<file path="src/rtl/ir_link_arbiter.sv">
// Half-duplex arbiter for the shared IrDA optical channel.
// Grants the channel to RX or TX, masks TX echo and enforces a turnaround guard.
//
// state | meaning
// ------+---------------------------------------------------------------
// IDLE  | channel free; receive activity wins over a pending tx_req
// RX    | receiver owns the channel; tx_req held pending
// TX    | transmitter owns the channel; line masked, timeout running
// GUARD | turnaround interval; masked only when entered from TX
module ir_link_arbiter #(
    parameter int TURNAROUND_CYCLES = 10416,
    parameter int TX_TIMEOUT        = 600000,
    parameter int CNT_W             = 20
) (
    input  logic       clock,
    input  logic       reset,
    input  logic       rx_line,
    input  logic       rx_busy,
    input  logic       tx_req,
    input  logic       tx_done,
    output logic       rx_line_gated,
    output logic       tx_grant,
    output logic       tx_active,
    output logic       collision,
    output logic       tx_timeout,
    output logic [1:0] link_state
);

    typedef enum logic [1:0] {
        S_IDLE  = 2'b00,
        S_RX    = 2'b01,
        S_TX    = 2'b10,
        S_GUARD = 2'b11
    } state_t;

    localparam logic [CNT_W-1:0] TURN_LAST = CNT_W'(TURNAROUND_CYCLES - 1);
    localparam logic [CNT_W-1:0] TX_LAST   = CNT_W'(TX_TIMEOUT - 1);
    localparam logic [CNT_W-1:0] CNT_MAX   = '1;

    state_t           state, state_nxt;
    logic [CNT_W-1:0] cnt, cnt_nxt;
    logic             guard_from_tx, guard_from_tx_nxt;
    logic             grant_nxt, timeout_nxt, collision_nxt;
    logic             rx_meta, rx_s, rx_p;
    logic             fall;
    logic             masked;

    assign fall   = rx_p & ~rx_s;
    assign masked = (state == S_TX) || ((state == S_GUARD) && guard_from_tx);

    always_ff @(posedge clock) begin
        if (reset) begin
            rx_meta       <= 1'b1;
            rx_s          <= 1'b1;
            rx_p          <= 1'b1;
            state         <= S_IDLE;
            cnt           <= '0;
            guard_from_tx <= 1'b0;
            tx_grant      <= 1'b0;
            tx_timeout    <= 1'b0;
            collision     <= 1'b0;
        end else begin
            rx_meta       <= rx_line;
            rx_s          <= rx_meta;
            rx_p          <= rx_s;
            state         <= state_nxt;
            cnt           <= cnt_nxt;
            guard_from_tx <= guard_from_tx_nxt;
            tx_grant      <= grant_nxt;
            tx_timeout    <= timeout_nxt;
            collision     <= collision_nxt;
        end
    end

    always_comb begin
        state_nxt         = state;
        cnt_nxt           = (cnt == CNT_MAX) ? cnt : cnt + 1'b1;
        guard_from_tx_nxt = guard_from_tx;
        grant_nxt         = 1'b0;
        timeout_nxt       = 1'b0;
        collision_nxt     = 1'b0;
        case (state)
            S_IDLE: begin
                if (!rx_s || rx_busy) begin
                    state_nxt = S_RX;
                end else if (tx_req) begin
                    state_nxt = S_TX;
                    cnt_nxt   = '0;
                    grant_nxt = 1'b1;
                end
            end
            S_RX: begin
                if (!rx_busy && rx_s) begin
                    state_nxt         = S_GUARD;
                    guard_from_tx_nxt = 1'b0;
                    cnt_nxt           = '0;
                end
            end
            S_TX: begin
                collision_nxt = fall;
                // tx_done on the terminal cycle is a normal completion, not a timeout
                if (tx_done) begin
                    state_nxt         = S_GUARD;
                    guard_from_tx_nxt = 1'b1;
                    cnt_nxt           = '0;
                end else if (cnt == TX_LAST) begin
                    state_nxt         = S_GUARD;
                    guard_from_tx_nxt = 1'b1;
                    cnt_nxt           = '0;
                    timeout_nxt       = 1'b1;
                end
            end
            S_GUARD: begin
                if (!guard_from_tx && !rx_s) begin
                    state_nxt = S_RX;
                    cnt_nxt   = '0;
                end else if (cnt == TURN_LAST) begin
                    state_nxt = S_IDLE;
                end
            end
            default: state_nxt = S_IDLE;
        endcase
    end

    assign tx_active     = (state == S_TX);
    assign link_state    = state;
    assign rx_line_gated = masked | rx_s;

endmodule
</file>
<file path="config.mk">
export PLATFORM = sky130hd
export DESIGN_NAME = ir_link_arbiter
export DESIGN_NICKNAME = d
export VERILOG_FILES = /design/src/rtl/ir_link_arbiter.sv
export SDC_FILE = /design/constraint.sdc
export NUM_CORES = 1
export LEC_CHECK = 0
export CORE_MARGIN = 1
export CORE_UTILIZATION = 40
export CTS_CLUSTER_DIAMETER = 200
export DETAILED_ROUTE_END_ITERATION = 10
export GPL_TIMING_DRIVEN = 0
export PLACE_DENSITY = 0.58
export SLEW_MARGIN = 30
export SYNTH_ARGS = -nofsm -noshare
export SYNTH_HDL_FRONTEND = slang
export SYNTH_SLANG_ARGS = --single-unit
</file>
<file path="constraint.sdc">
create_clock -name clock -period 3.1 [get_ports clock]
set_input_delay 0.31 -clock clock [delete_from_list [all_inputs] [get_ports clock]]
set_output_delay 0.31 -clock clock [all_outputs]
set_load 0.02 [all_outputs]
</file>
==> results of run 1 <==
-- worst register-to-register path: stages (launching register included) --
cell	delay, ns
dfxtp_1	0.38
ha_1	0.23
and4_1	0.32
nand4_2	0.27
nor3_4	0.28
buf_6	0.19
and3b_1	0.19
nor3_2	0.15
-- state kept, by name, indices dropped and copies added, names as in the netlist --
signal,flops
tx_grant,1
collision,1
guard_from_tx,1
link_state,2
rx_s,1
cnt,20
rx_p,1
tx_timeout,1
rx_meta,1
-- final timing paths --
path	from	end
hold reg to reg	rx_meta$_SDFF_PP1_	rx_s$_SDFF_PP1_
setup / recovery	link_state[0]$_SDFFE_PP0P_	rx_line_gated
setup reg to reg	cnt[0]$_SDFF_PP0_	cnt[17]$_SDFF_PP0_
hold / removal	rx_meta$_SDFF_PP1_	rx_s$_SDFF_PP1_
-- power breakdown --
group	total, mW	leakage, nW	switching [mW]	internal, mW
clock	0.315	0.0443	0.139	0.176
sequential	0.425	0.235	0.0258	0.399
combinational	0.303	0.355	0.172	0.131
total	1.04	0.635	0.337	0.706
-- area by class of cell --
| class | instances | area, µm² |
|---|---|---|
| fill | 378 | 1890 |
| multi-input combinational | 141 | 945 |
| sequential | 29 | 581 |
| timing repair buffer | 11 | 110 |
| clock buffer | 7 | 86.3 |
| tap | 48 | 60.1 |
| buffer | 5 | 28.8 |
| inverter | 5 | 18.8 |
-- routing by layer --
layer	track usage (%)	wire length (µm)
met4	10.0	80
met5	0	0
met1	25.1	1740
met3	4.75	139
met2	26.7	1400
-- synthesized netlist by cell type, types with 5 or more instances --
cell / n
a21oi_1: 14
nand2_1: 11
nor2_1: 20
ha_1: 6
xnor2_1: 6
inv_1: 5
dfxtp_1: 29
and3_1: 6
nand3_1: 8
-- per-stage QoR --
stage | hold WS (ns) | instances | instance area, µm² | power [mW]
finish | 0.408 | 246 | 1830 | 1.04
global route | 0.435 | 246 | 1830 | 1.11
CTS | 0.413 | 246 | 1830 | 1.05
detailed placement | 0.399 | 239 | 1740 | 0.734
global placement | 0.393 | 239 | 1740 | 0.724
floorplan | 0.389 | 180 | 1570 | 0.642
-- cell families (layout without fill, tap and decap cells) --
logic type	after synthesis	in the layout	synth area share (%)
mux	2	2	1.27
buf+inv	10	28	3.02
fa+ha+maj	6	6	4.77
flops	29	29	36.9
compound gates	38	38	16.1
simple gates	87	87	33.4
xor+xnor	8	8	4.46
==> reports/results.ini, run 1 <==
[worst_setup_path]
timing.reg2reg.worst_path_depth = 7
setup.worst_path.class = flip-flop to primary output
critPathCaptureType = primary output
critical_path_depth = 4
critical-path-slowest-cell = clkdlybuf4s50_1
critPathBufInv = 2
critPathTopFamily = buffers and inverters
critical_path.startpoint_type = flip-flop
max_stage_delay_ns = 0.53
cp.arrival_ns = 1.83
worst-endpoint-required_ns = 2.79
timing.critical_path.cells = inv_1 -> ha_1 -> a211o_1 -> clkdlybuf4s50_1
timing.reg2reg.setup_slack_ns = 1.03
biggest_fanout_along_the_worst_timing_path = 5

[logic_synthesis]
synthArstFlopShare_pct = 0
synth_seq_area_share_pct = 36.9
post_synth_inst_count = 180
synth_top_cell_by_area = dfxtp_1
synthDistinctLibCells = 43
yosysWarningCount = 0
synth.top_cells.by_area = dfxtp_1, ha_1, nor2_1, a21oi_1, xnor2_1
syn_area_um2 = 1570
postSynthAreaPerCell_um2 = 8.74
ys_ff_latch = 29
yosys_most_used_dff = dfxtp_1
synth_enable_flop_cells = 0
postSynthNetCount = 192
synthDominantCellAreaShare_pct = 36.9

[floorplanning]
start_util_pct = 42.3
row_count = 22
area_of_the_die_um2 = 4190
die_h_um = 64.7
io-pin-count = 13
floorplan_die_width_um = 64.7
core_area_um2 = 3720

[cts]
cts-buffers-inserted = 5
postCtsSetupRepairBufs = 0
number_of_instances_resized_during_post_cts_repair = 0
cts_max_path_buffers = 2
cts_tree = yes
cts-root-buf = clkbuf_8
postCtsHoldBufs = 0
clkSinkCount = 29
worst_skew_pair.late_latency_ns = 0.28
cts.clk_slew.worst_paths_ns = 0.05
htreeDepth = 2

[routing]
drt_wl_total_um = 3360
avgRoutedWirePerCell_um = 13.7
number_of_violations_reported_at_the_end_of_detailed_routing_iteration_0 = 71
vias_per_cell = 5.52
detail_route.first_pass.iterations = 4
antenna_violating_nets_remaining = 0
vias_after_detailed_routing = 1357
drc = 0

[sta]
report.final.setup_viol = 0
final_critical_path_setup_slack_ns = 0.961
hold_viol_final = 0
slew_viol_final = 0
worst_slew_margin_relative_to_its_limit_pct = 71.2
min_period_over_period_pct = 69.0
max_freq_mhz = 468
fin_crit_ns = 2.14
worst_slew_pin_slew_ns = 0.432
timing.clock.skew_ns = 0.00654
timing.setup.tns_ns = 0
unrepaired_setup_endpoints_after_global_routing = no

[global_routing]
globalRouteTotalUtil_pct = 18.6
global_route_wire_length_before_repair_um = 5770
grt_antenna_before_repair = 0
vias_in_the_first_global_route = 1237
grt_start_max_net_pins = 11
grt_remaining_overflow = 0

[power_and_ir_drop]
power_per_cell_area_nw_per_um2 = 570
power.leakage_nw = 0.635
vdd_drop_max_uv = 298

[cells_and_area]
drive_above_1_share_pct = 12.6
antenna-diode-count = 0
fin_nets = 210
final_util_pct = 49.2
layout_common_cells = dfxtp_1, nor2_1, a21oi_1, nand2_1, clkdlybuf4s50_1
area.growth.synth_to_final_pct = 16.3
mostFrequentLayoutCell = dfxtp_1

[place]
place_congestion = 0.951
detailed_place_hpwl_um = 2450
portBuffers = 11
detailedPlace.worstSlack_ns = 1.05

[run_status]
run_status = completed

[hold_path]
worst_hold_path_type = flip-flop to flip-flop
hold_depth = 1

[job]
drv_cap = 0

No activity file was read; power rests on OpenSTA's default activity.
==> inputs of run 2 (changes only) <==
Clock period 3.1 ns to 2.2 ns, I/O delays scaled along.
==> reports/results.ini, run 2 (synthesis gave the netlist of run 1 again) <==
[floorplanning]
row_count = 22
core_area_um2 = 3720
floorplan_die_width_um = 64.7
io-pin-count = 13
area_of_the_die_um2 = 4190
start_util_pct = 42.3
die_h_um = 64.7

[routing]
vias_per_cell = 5.55
antenna_violating_nets_remaining = 0
drc = 0
number_of_violations_reported_at_the_end_of_detailed_routing_iteration_0 = 65
detail_route.first_pass.iterations = 4
avgRoutedWirePerCell_um = 13.7
drt_wl_total_um = 3370
vias_after_detailed_routing = 1370

[cells_and_area]
fin_nets = 211
largest_reg_flops = 20
final_cell_area_um2 = 1850
largest-register = cnt
layout_common_cells = dfxtp_1, nor2_1, a21oi_1, nand2_1, clkdlybuf4s50_1
fill_cells = 377
mostFrequentLayoutCell = dfxtp_1
layout.cells.non_filler = 247
area.growth.synth_to_final_pct = 17.3
final_util_pct = 49.7
drive_above_1_share_pct = 13.1
antenna-diode-count = 0

[sta]
slew_viol_final = 0
final_critical_path_setup_slack_ns = 0.150
report.final.setup_viol = 0
timing.setup.tns_ns = 0
min_period_over_period_pct = 93.2
timing.clock.skew_ns = 0.00674
worst_slew_pin_slew_ns = 0.432
unrepaired_setup_endpoints_after_global_routing = no
hold-worst-slack_ns = 0.387
fin_crit_ns = 2.05
hold_viol_final = 0
max_freq_mhz = 488
worst_slew_margin_relative_to_its_limit_pct = 71.2

[cts]
cts-root-buf = clkbuf_8
cts_tree = yes
worst_skew_pair.late_latency_ns = 0.29
cts_max_path_buffers = 2
clkSinkCount = 29
cts.clk_slew.worst_paths_ns = 0.05
cts-buffers-inserted = 5
postCtsHoldBufs = 0
htreeDepth = 2

[place]
portBuffers = 11
detailedPlace.worstSlack_ns = 0.146
detailed_place_hpwl_um = 2450
place_congestion = 0.951
post_dp_cell_area_um2 = 1740
placed_cells_incl_taps = 239

[job]
drv_cap = 0

[global_routing]
grt_antenna_before_repair = 0
use_met1_pct = 25.1
met3_usage_pct = 4.75
global_route.usage.met2_pct = 26.7
globalRouteTotalUtil_pct = 18.6
grt_remaining_overflow = 0
vias_in_the_first_global_route = 1237
grt_busiest_layer = met2
global_route_wire_length_before_repair_um = 5770
grt_start_max_net_pins = 11

[hold_path]
worst_hold_path_type = primary input to flip-flop
hold_depth = 2

[run_status]
run_status = completed

[worst_setup_path]
critical_path.startpoint_type = flip-flop
biggest_fanout_along_the_worst_timing_path = 5
worst-endpoint-required_ns = 1.98
cp.arrival_ns = 1.83
setup.worst_path.class = flip-flop to primary output
critPathCaptureType = primary output
timing.reg2reg.worst_path_depth = 6

[power_and_ir_drop]
power_per_cell_area_nw_per_um2 = 796
vdd_drop_max_uv = 420
post-layout-total-power_mw = 1.47
power.leakage_nw = 0.647

[run 2: cell count changes in the layout (fill, tap and decap cells not counted)]
cell     before  now
nand4_2       1    0
buf_4         0    1
nand4_4       0    1
[run 2: power by group]
part / total (mW) / internal [mW] / switching [mW] / leakage (nW)
Sequential: 0.599 / 0.563 / 0.0363 / 0.235
Combinational: 0.426 / 0.185 / 0.241 / 0.367
Clock: 0.444 / 0.247 / 0.197 / 0.0443
[run 2: worst max-delay path, cell delays in order (launching register included)]
cell	delay, ns
dfxtp_1	0.40
inv_1	0.11
ha_1	0.28
a211o_1	0.24
clkdlybuf4s50_1	0.53
[run 2: per-layer routing]
metal | part of all wire, % | vias to the layer above | routed length, µm
met1 | 52 | 634 | 1750
li1 | - | 698 | -
met3 | 3.9 | 10 | 131
met5 | 0 | - | 0
met2 | 42 | 28 | 1420
met4 | 2.4 | 0 | 80
[run 2: final cells by class]
class | count | area, µm² | area share, %
inverters | 5 | 18.8 | 1.02
multi-input cells | 141 | 953 | 51.7
well taps | 48 | 60.1 | 3.25
flip-flops and latches | 29 | 581 | 31.5
clock buffers | 7 | 86.3 | 4.68
repair buffers | 12 | 118 | 6.37
plain buffers | 5 | 28.8 | 1.56
[run 2: worst paths after layout]
check                                  start                    endpoint  slack (ns)
hold / removal                         reset  link_state[1]$_SDFFE_PP0P_        0.39
setup reg to reg           cnt[0]$_SDFF_PP0_  link_state[1]$_SDFFE_PP0P_        0.16
setup / recovery  link_state[0]$_SDFFE_PP0P_               rx_line_gated        0.15
hold reg to reg           rx_meta$_SDFF_PP1_             rx_s$_SDFF_PP1_        0.41
[run 2: what timing repair did]
action | in CTS | in global routing
gates resized for setup | 0 | 1
buffers inserted | 0 | 1
setup endpoints to repair | 0 | 2
